### config.mk
export PLATFORM = sky130hd
export DESIGN_NAME = project_mux
export DESIGN_NICKNAME = d
export VERILOG_FILES = /design/src/rtl/project_mux_pkg.sv /design/src/rtl/project_mux_wb_regs.sv /design/src/rtl/project_mux.sv
export SDC_FILE = /design/constraint.sdc
export NUM_CORES = 1
export LEC_CHECK = 0
export CAP_MARGIN = 20
export CORE_AREA = 3 3 309 311
export CTS_CLUSTER_DIAMETER = 40
export DETAILED_ROUTE_END_ITERATION = 7
export DIE_AREA = 0 0 312 314
export PLACE_DENSITY_LB_ADDON = 0.15
export SLEW_MARGIN = 20
export SYNTH_ARGS = -nofsm -noshare
export SYNTH_HDL_FRONTEND = slang
export SYNTH_SLANG_ARGS = --single-unit
### constraint.sdc
create_clock -name wb_clk_i -period 10.2 [get_ports wb_clk_i]
set_input_delay 2.04 -clock wb_clk_i [delete_from_list [all_inputs] [get_ports wb_clk_i]]
set_output_delay 2.04 -clock wb_clk_i [all_outputs]
set_load 0.05 [all_outputs]
### src/rtl/project_mux_pkg.sv
// Shared types and register map for the project multiplexer.
// Holds the sequencer state encoding, register offsets and CTRL/STATUS bit positions.
package project_mux_pkg;

  typedef enum logic [1:0] {
    ST_IDLE  = 2'd0,
    ST_DRAIN = 2'd1,
    ST_RESET = 2'd2,
    ST_LIVE  = 2'd3
  } state_t;

  localparam int SEL_W = 5;
  localparam int CNT_W = 8;

  localparam logic [1:0] CTRL_OFS   = 2'd0;
  localparam logic [1:0] STATUS_OFS = 2'd1;

  localparam int CTRL_SEL_LSB  = 0;
  localparam int CTRL_EN_BIT   = 8;
  localparam int STAT_SEL_LSB  = 0;
  localparam int STAT_BUSY_BIT = 8;
  localparam int STAT_LIVE_BIT = 9;
  localparam int STAT_ERR_BIT  = 10;

  function automatic logic is_busy(input state_t s);
    return (s == ST_DRAIN) || (s == ST_RESET);
  endfunction

endpackage

### src/rtl/project_mux_wb_regs.sv
// Wishbone slave for the project multiplexer: address decode, CTRL and sticky err storage,
// registered readback, and a one-cycle pulse for every accepted CTRL write.
module project_mux_wb_regs
  import project_mux_pkg::*;
#(
  parameter int NUM_PROJ = 8
) (
  input  logic             i_clk,
  input  logic             i_rst_n,
  input  logic             i_stb,
  input  logic             i_cyc,
  input  logic             i_we,
  input  logic [3:0]       i_sel,
  input  logic [31:0]      i_adr,
  input  logic [31:0]      i_dat,
  output logic             o_ack,
  output logic [31:0]      o_dat,
  input  logic [SEL_W-1:0] i_cur_sel,
  input  logic             i_busy,
  input  logic             i_live,
  output logic             o_ctrl_wr,
  output logic [SEL_W-1:0] o_wr_sel,
  output logic             o_wr_en,
  output logic             o_ctrl_en
);

  localparam logic [SEL_W:0] NUM_SEL = (SEL_W + 1)'(NUM_PROJ);

  logic             r_ack;
  logic [31:0]      r_dat;
  logic [SEL_W-1:0] r_ctrl_sel;
  logic             r_ctrl_en;
  logic             r_err;

  logic             w_access;
  logic [1:0]       w_ofs;
  logic             w_ctrl_acc;
  logic [7:0]       w_lo;
  logic [7:0]       w_hi;
  logic             w_valid;
  logic [31:0]      w_rd;
  logic             w_unused;

  assign w_access   = i_stb & i_cyc & ~r_ack;
  assign w_ofs      = i_adr[3:2];
  assign w_ctrl_acc = w_access & i_we & (w_ofs == CTRL_OFS);

  // Lanes not selected keep their stored value, so the check runs on the merged word.
  assign w_lo     = i_sel[0] ? i_dat[7:0]  : {{(8 - SEL_W){1'b0}}, r_ctrl_sel};
  assign w_hi     = i_sel[1] ? i_dat[15:8] : {7'b0, r_ctrl_en};
  assign o_wr_sel = w_lo[SEL_W-1:0];
  assign o_wr_en  = w_hi[CTRL_EN_BIT-8];
  assign w_valid  = ~o_wr_en | ({1'b0, o_wr_sel} < NUM_SEL);
  assign o_ctrl_wr = w_ctrl_acc & w_valid;

  always_comb begin
    w_rd = '0;
    case (w_ofs)
      CTRL_OFS: begin
        w_rd[CTRL_SEL_LSB +: SEL_W] = r_ctrl_sel;
        w_rd[CTRL_EN_BIT]           = r_ctrl_en;
      end
      STATUS_OFS: begin
        w_rd[STAT_SEL_LSB +: SEL_W] = i_cur_sel;
        w_rd[STAT_BUSY_BIT]         = i_busy;
        w_rd[STAT_LIVE_BIT]         = i_live;
        w_rd[STAT_ERR_BIT]          = r_err;
      end
      default: w_rd = '0;
    endcase
  end

  always_ff @(posedge i_clk or negedge i_rst_n) begin
    if (!i_rst_n) begin
      r_ack      <= 1'b0;
      r_dat      <= '0;
      r_ctrl_sel <= '0;
      r_ctrl_en  <= 1'b0;
      r_err      <= 1'b0;
    end else begin
      r_ack <= w_access;
      r_dat <= (w_access & ~i_we) ? w_rd : '0;
      if (w_ctrl_acc) begin
        if (w_valid) begin
          r_ctrl_sel <= o_wr_sel;
          r_ctrl_en  <= o_wr_en;
          r_err      <= 1'b0;
        end else begin
          r_err <= 1'b1;
        end
      end
    end
  end

  assign o_ack     = r_ack;
  assign o_dat     = r_dat;
  assign o_ctrl_en = r_ctrl_en;

  assign w_unused = ^{i_adr[31:4], i_adr[1:0], i_sel[3:2], i_dat[31:16],
                      w_lo[7:SEL_W], w_hi[7:1]};

endmodule

### src/rtl/project_mux.sv
// Multiplexes one of NUM_PROJ user projects onto a shared pad bus, sequencing every
// switch through a tristated drain phase and a held-reset phase before going live.
module project_mux
  import project_mux_pkg::*;
#(
  parameter int NUM_PROJ  = 8,
  parameter int IO_W      = 38,
  parameter int GUARD_CYC = 16
) (
  input  logic                     wb_clk_i,
  input  logic                     wb_rst_ni,
  input  logic                     wbs_stb_i,
  input  logic                     wbs_cyc_i,
  input  logic                     wbs_we_i,
  input  logic [3:0]               wbs_sel_i,
  input  logic [31:0]              wbs_adr_i,
  input  logic [31:0]              wbs_dat_i,
  output logic [31:0]              wbs_dat_o,
  output logic                     wbs_ack_o,
  input  logic [NUM_PROJ*IO_W-1:0] proj_io_out_i,
  input  logic [NUM_PROJ*IO_W-1:0] proj_io_oeb_i,
  output logic [NUM_PROJ-1:0]      active_o,
  output logic [NUM_PROJ-1:0]      proj_rst_no,
  output logic [IO_W-1:0]          io_out,
  output logic [IO_W-1:0]          io_oeb
);

  localparam logic [CNT_W-1:0] CNT_LOAD = CNT_W'(GUARD_CYC - 1);

  logic [1:0]          r_rst_sync;
  logic                w_rst_n;

  state_t              r_state;
  state_t              w_state_next;
  logic [SEL_W-1:0]    r_sel;
  logic [SEL_W-1:0]    w_sel_next;
  logic [CNT_W-1:0]    r_cnt;
  logic [CNT_W-1:0]    w_cnt_next;

  logic                w_ctrl_wr;
  logic [SEL_W-1:0]    w_wr_sel;
  logic                w_wr_en;
  logic                w_ctrl_en;

  logic [NUM_PROJ-1:0] w_onehot_next;
  logic [IO_W-1:0]     w_mux_out;
  logic [IO_W-1:0]     w_mux_oeb;

  logic [NUM_PROJ-1:0] r_active;
  logic [NUM_PROJ-1:0] r_proj_rst_n;
  logic [IO_W-1:0]     r_io_out;
  logic [IO_W-1:0]     r_io_oeb;

  // Reset asserts immediately but releases two clocks after wb_rst_ni rises.
  always_ff @(posedge wb_clk_i or negedge wb_rst_ni) begin
    if (!wb_rst_ni) r_rst_sync <= 2'b00;
    else            r_rst_sync <= {r_rst_sync[0], 1'b1};
  end
  assign w_rst_n = r_rst_sync[1];

  project_mux_wb_regs #(
    .NUM_PROJ (NUM_PROJ)
  ) u_regs (
    .i_clk     (wb_clk_i),
    .i_rst_n   (w_rst_n),
    .i_stb     (wbs_stb_i),
    .i_cyc     (wbs_cyc_i),
    .i_we      (wbs_we_i),
    .i_sel     (wbs_sel_i),
    .i_adr     (wbs_adr_i),
    .i_dat     (wbs_dat_i),
    .o_ack     (wbs_ack_o),
    .o_dat     (wbs_dat_o),
    .i_cur_sel (r_sel),
    .i_busy    (is_busy(r_state)),
    .i_live    (r_state == ST_LIVE),
    .o_ctrl_wr (w_ctrl_wr),
    .o_wr_sel  (w_wr_sel),
    .o_wr_en   (w_wr_en),
    .o_ctrl_en (w_ctrl_en)
  );

  always_ff @(posedge wb_clk_i or negedge w_rst_n) begin
    if (!w_rst_n) begin
      r_state <= ST_IDLE;
      r_sel   <= '0;
      r_cnt   <= '0;
    end else begin
      r_state <= w_state_next;
      r_sel   <= w_sel_next;
      r_cnt   <= w_cnt_next;
    end
  end

  always_comb begin
    w_state_next = r_state;
    w_sel_next   = r_sel;
    w_cnt_next   = r_cnt;
    if (w_ctrl_wr && w_wr_en && !(r_state == ST_LIVE && w_wr_sel == r_sel)) begin
      w_state_next = ST_DRAIN;
      w_sel_next   = w_wr_sel;
      w_cnt_next   = CNT_LOAD;
    end else if (w_ctrl_wr && !w_wr_en) begin
      w_state_next = ST_DRAIN;
      w_cnt_next   = CNT_LOAD;
    end else begin
      case (r_state)
        ST_DRAIN: begin
          if (r_cnt == '0) begin
            w_state_next = w_ctrl_en ? ST_RESET : ST_IDLE;
            w_cnt_next   = w_ctrl_en ? CNT_LOAD : '0;
          end else begin
            w_cnt_next = r_cnt - CNT_W'(1);
          end
        end
        ST_RESET: begin
          if (r_cnt == '0) w_state_next = ST_LIVE;
          else             w_cnt_next   = r_cnt - CNT_W'(1);
        end
        default: ;
      endcase
    end
  end

  for (genvar gi = 0; gi < NUM_PROJ; gi++) begin : g_onehot
    assign w_onehot_next[gi] = (w_sel_next == SEL_W'(gi));
  end

  always_comb begin
    w_mux_out = '0;
    w_mux_oeb = '1;
    for (int k = 0; k < NUM_PROJ; k++) begin
      if (w_sel_next == SEL_W'(k)) begin
        w_mux_out = proj_io_out_i[k*IO_W +: IO_W];
        w_mux_oeb = proj_io_oeb_i[k*IO_W +: IO_W];
      end
    end
  end

  // Outputs follow the next state so pads tristate on the same edge a switch is accepted.
  always_ff @(posedge wb_clk_i or negedge w_rst_n) begin
    if (!w_rst_n) begin
      r_active     <= '0;
      r_proj_rst_n <= '0;
      r_io_out     <= '0;
      r_io_oeb     <= '1;
    end else begin
      r_active     <= (w_state_next == ST_RESET || w_state_next == ST_LIVE) ? w_onehot_next : '0;
      r_proj_rst_n <= (w_state_next == ST_LIVE) ? w_onehot_next : '0;
      r_io_out     <= (w_state_next == ST_LIVE) ? w_mux_out : '0;
      r_io_oeb     <= (w_state_next == ST_LIVE) ? w_mux_oeb : '1;
    end
  end

  assign active_o    = r_active;
  assign proj_rst_no = r_proj_rst_n;
  assign io_out      = r_io_out;
  assign io_oeb      = r_io_oeb;

endmodule

==> results.md <==
* Status: completed
* Overflow left after global routing at 0
* Max Slew Vio Count at 0
* Mean instance size in the synthesized netlist at 8.87 um2
* Share of the synthesized area in the top cell type at 23.3%
* DP Wirelength at 54.2 mm
* Data arrival time at the worst-slack endpoint at 6.82 ns
* Peak per-stage delay on the critical path at 0.83 ns
* Cts bufs inserted at 17
* Die X-Extent at 312 um
* Number of global-route vias before repair at 13.0k
* Total setup buffers inserted after CTS at 0
* IR Drop Worst-Case VDD at 0.129 mV
* CP max stage cell: sky130_fd_sc_hd__clkdlybuf4s50_1
* EDFF count, synth at 0
* Critical path capture point: io_oeb[37]
* Tcrit/Tclk final at 62.8%
* Pin count of the biggest net entering global routing at 104
* Proportion of layout cells with a drive suffix above 1 at 7.54%
* CP required at 10.61 ns
* Maximum net fanout on the critical path at 46
* Post-Syn Instances at 1,054
* Slew at the pin with the worst max-slew slack at 1.06 ns
* Clock tree from TritonCTS: built
* Portion of total power attributed to sequential cells at 24.5%
* Share of synthesized registers carrying an async set or reset at 100%
* Setup CP Type: in2reg
* Design internal power at 1.41 mW
* I/O pins at 806
* Achievable frequency at 0.156 GHz
* Static leakage at 6.43 nW
* Drt wl/cell at 24.6 um
* Total DRC errors in the routed layout at 0
* Via-per-instance ratio at 4.07
* Number of optimization iterations in the first detailed-route pass at 5
* Core area at 0.0930 mm2
* Clock root buffer: sky130_fd_sc_hd__clkbuf_16
* Library cell occupying the most area in the post-synthesis netlist: sky130_fd_sc_hd__dfrtp_1
* Number of antenna-violating nets in the routed design at 0
* Clock tree buffer depth at 2
* Pwr/cell area at 131 mW/mm2
* Most frequent cells in the layout: 723 x sky130_fd_sc_hd__clkdlybuf4s50_1, 104 x sky130_fd_sc_hd__nand2_1, 93 x sky130_fd_sc_hd__o22ai_1
* Worst-case register-to-register setup slack at 5.95 ns
* Dominant synthesized flop cell: sky130_fd_sc_hd__dfrtp_1
* Number of hold buffers added after cts at 0
* Overall fraction of global-route tracks in use at 14.3%
* Worst clock skew at 0.0231 ns
* Starting Density at 10.0%
* Number of distinct library cells after synthesis at 72
* Series of cell instances along the critical path: clkdlybuf4s50_1 -> mux2i_4 -> xor2_2 -> nor4b_4 -> a2111oi_0 -> or2_4 -> buf_4 -> a22oi_1 -> buf_4 -> nor2_1 -> a2111o_1
* Clk pin slew, worst setup/hold paths at 0.09 ns
* Portion of the post-synthesis area used by sequential elements at 34.0%
* Synthesized cell area at 0.00935 mm2
* Total power after layout at 2.42 mW
* Routability congestion estimate at 0.843
* Setup tns final at 0 ns
* Tightest Hold Check Type: reg2async
* Dominant cells by area after synthesis: sky130_fd_sc_hd__dfrtp_1 23%, sky130_fd_sc_hd__dfstp_2 11%, sky130_fd_sc_hd__o22ai_1 6.2%
* Clock group share of total power at 28.7%
* Detailed Route WL at 73.2 mm
* Count of routing violations after the opening detailed-route iteration at 643
* Most frequent standard cell in the layout excluding fill and tap cells: sky130_fd_sc_hd__clkdlybuf4s50_1
* Number of buffers inserted by port buffering at 723
* Combinational share of power at 46.9%
* Final setup violation count at 0
* Count of endpoints failing hold in the final timing report at 0
* Slew Limit Headroom at 29.5%
* Number of levels the H-tree was split into at 4
* TritonCTS sink count at 125
* Number of antenna violations at the first check in global routing at 8
* Detailed-route via count at 12.1k
* Switching power at 1.02 mW
* Reg2reg path depth at 10
* Site row count at 112
* Die outline area at 0.0980 mm2
* Final critical path time including I/O delays and setup at 6.41 ns
* CP dominant cell by count: sky130_fd_sc_hd__buf_4
* Number of gates resized after cts at 0
* Startpoint kind of the worst setup timing path: primary input
* Net count of the finished layout at 2,386
* Switching share of power at 42.0%
* Number of flip-flops and latches in the synthesized netlist at 125
* Reg2reg start: u_regs.r_ctrl_sel[2]
* Layout area overhead at 97.4%
* Clock Latency Late Sink at 0.47 ns
* CP Launch Point: wbs_sel_i[0]
* Chip height at 314 um
* Max-cap check violation count at 0
* Global-route wire length before repair at 100 mm
* RSZ-0062 raised after global routing: false
* Crit end category: flop
* Synthesis warning total at 0
* End of the worst register-to-register path: io_oeb[37]
worst min path at each step:
stage               cells after the start       endpoint           from
floorplan                               0  r_rst_sync[1]  r_rst_sync[0]
global placement                        0     r_state[1]  r_rst_sync[1]
detailed placement                      0     r_state[1]  r_rst_sync[1]
CTS                                     0     io_out[37]  r_rst_sync[1]
global route                            0     io_out[37]  r_rst_sync[1]
finish                                  0     io_out[37]  r_rst_sync[1]
synthesized netlist by cell type (2+ instances only):
cell,number
sky130_fd_sc_hd__a32oi_1,26
sky130_fd_sc_hd__buf_4,26
sky130_fd_sc_hd__inv_1,9
sky130_fd_sc_hd__a211o_1,10
sky130_fd_sc_hd__buf_6,4
sky130_fd_sc_hd__a41o_1,4
sky130_fd_sc_hd__a22oi_1,59
sky130_fd_sc_hd__o221ai_1,9
sky130_fd_sc_hd__nand2_1,105
sky130_fd_sc_hd__ha_1,6
sky130_fd_sc_hd__xnor2_1,3
sky130_fd_sc_hd__mux2_4,2
sky130_fd_sc_hd__a2111o_1,33
sky130_fd_sc_hd__nand3b_1,2
sky130_fd_sc_hd__nand3_1,22
sky130_fd_sc_hd__buf_1,10
sky130_fd_sc_hd__o21a_1,2
sky130_fd_sc_hd__and2_1,6
sky130_fd_sc_hd__conb_1,2
sky130_fd_sc_hd__nor3_1,20
sky130_fd_sc_hd__o21ai_0,28
sky130_fd_sc_hd__nor4_1,5
sky130_fd_sc_hd__o2bb2ai_1,9
sky130_fd_sc_hd__a2111oi_0,34
sky130_fd_sc_hd__buf_2,30
sky130_fd_sc_hd__a32o_1,2
sky130_fd_sc_hd__a21o_1,3
sky130_fd_sc_hd__o32ai_1,33
sky130_fd_sc_hd__dfrtp_1,87
sky130_fd_sc_hd__nor2_1,72
sky130_fd_sc_hd__or2_1,2
sky130_fd_sc_hd__nor3b_1,3
sky130_fd_sc_hd__o21bai_1,2
sky130_fd_sc_hd__a21oi_1,32
sky130_fd_sc_hd__o2111a_1,26
sky130_fd_sc_hd__mux2_2,4
sky130_fd_sc_hd__clkbuf_1,72
sky130_fd_sc_hd__a22o_1,2
sky130_fd_sc_hd__and3_1,4
sky130_fd_sc_hd__dfstp_2,38
sky130_fd_sc_hd__o22ai_1,93
sky130_fd_sc_hd__o211ai_1,27
sky130_fd_sc_hd__a221oi_1,26
sky130_fd_sc_hd__mux2i_1,32
power by group through the flow:
| stage | Clock (mW) | Combinational (mW) | Sequential [mW] |
|---|---|---|---|
| floorplan | 0 | 0.502 | 0.683 |
| global placement | 0 | 1.16 | 0.602 |
| detailed placement | 0 | 1.16 | 0.602 |
| CTS | 0.741 | 1.17 | 0.594 |
| global route | 0.751 | 1.23 | 0.600 |
| finish | 0.695 | 1.14 | 0.594 |
sequential cells by signal, indices dropped and copies added (netlist names), 5 cells and up:
name	flops
r_sel	5
proj_rst_no	8
r_cnt	8
u_regs.o_dat	8
u_regs.r_ctrl_sel	5
io_oeb	38
io_out	38
active_o	8
kinds of logic (layout without fill, tap and decap cells):
logic type | after synthesis | after routing | synth area share [%]
fa+ha+maj | 6 | 6 | 0.803
compound gates | 474 | 474 | 40.1
buf+inv | 152 | 787 | 7.87
other cells | 2 | 32 | 0.0803
xor+xnor | 5 | 5 | 0.549
flops | 125 | 125 | 34.0
mux | 39 | 39 | 4.47
simple gates | 251 | 251 | 12.1
worst max-delay path, delay by kind of cell:
family / cells / cell delay (ns)
simple gates: 3 / 1.05
buf+inv: 3 / 1.65
compound gates: 3 / 1.35
mux: 1 / 0.54
xor+xnor: 1 / 0.15
area by class of cell:
class	count	area [um2]
diodes	7	17.5
clock buffers	18	439
clock inverters	14	173
fillers	10400	74600
inverters	10	42.5
multi-input cells	800	5620
flip-flops and latches	125	3180
well taps	1254	1570
repair buffers	745	7410
per-stage QoR:
step	utilization, %	std cells	area (um2)	setup slack (ns)	hold WS, ns
after detailed placement	19.2	2934	17800	3.25	0.322
final	19.8	2973	18500	3.79	0.272
after floorplan	-	1077	9440	5.69	0.331
after global routing	19.8	2972	18500	3.56	0.322
after CTS	19.8	2966	18400	3.79	0.301
after global placement	19.2	2934	17800	3.27	0.321
metal layers:
metal | global-route usage (%) | share of wire, % | routed length (um) | vias to the layer above
li1 | - | - | - | 5529
met5 | 0 | 0 | 0 | -
met1 | 16.2 | 40 | 29100 | 6015
met4 | 4.04 | 2.0 | 1430 | 0
met3 | 3.46 | 5.7 | 4170 | 58
met2 | 26.5 | 53 | 38500 | 498
(Power assumes the default switching activity.)
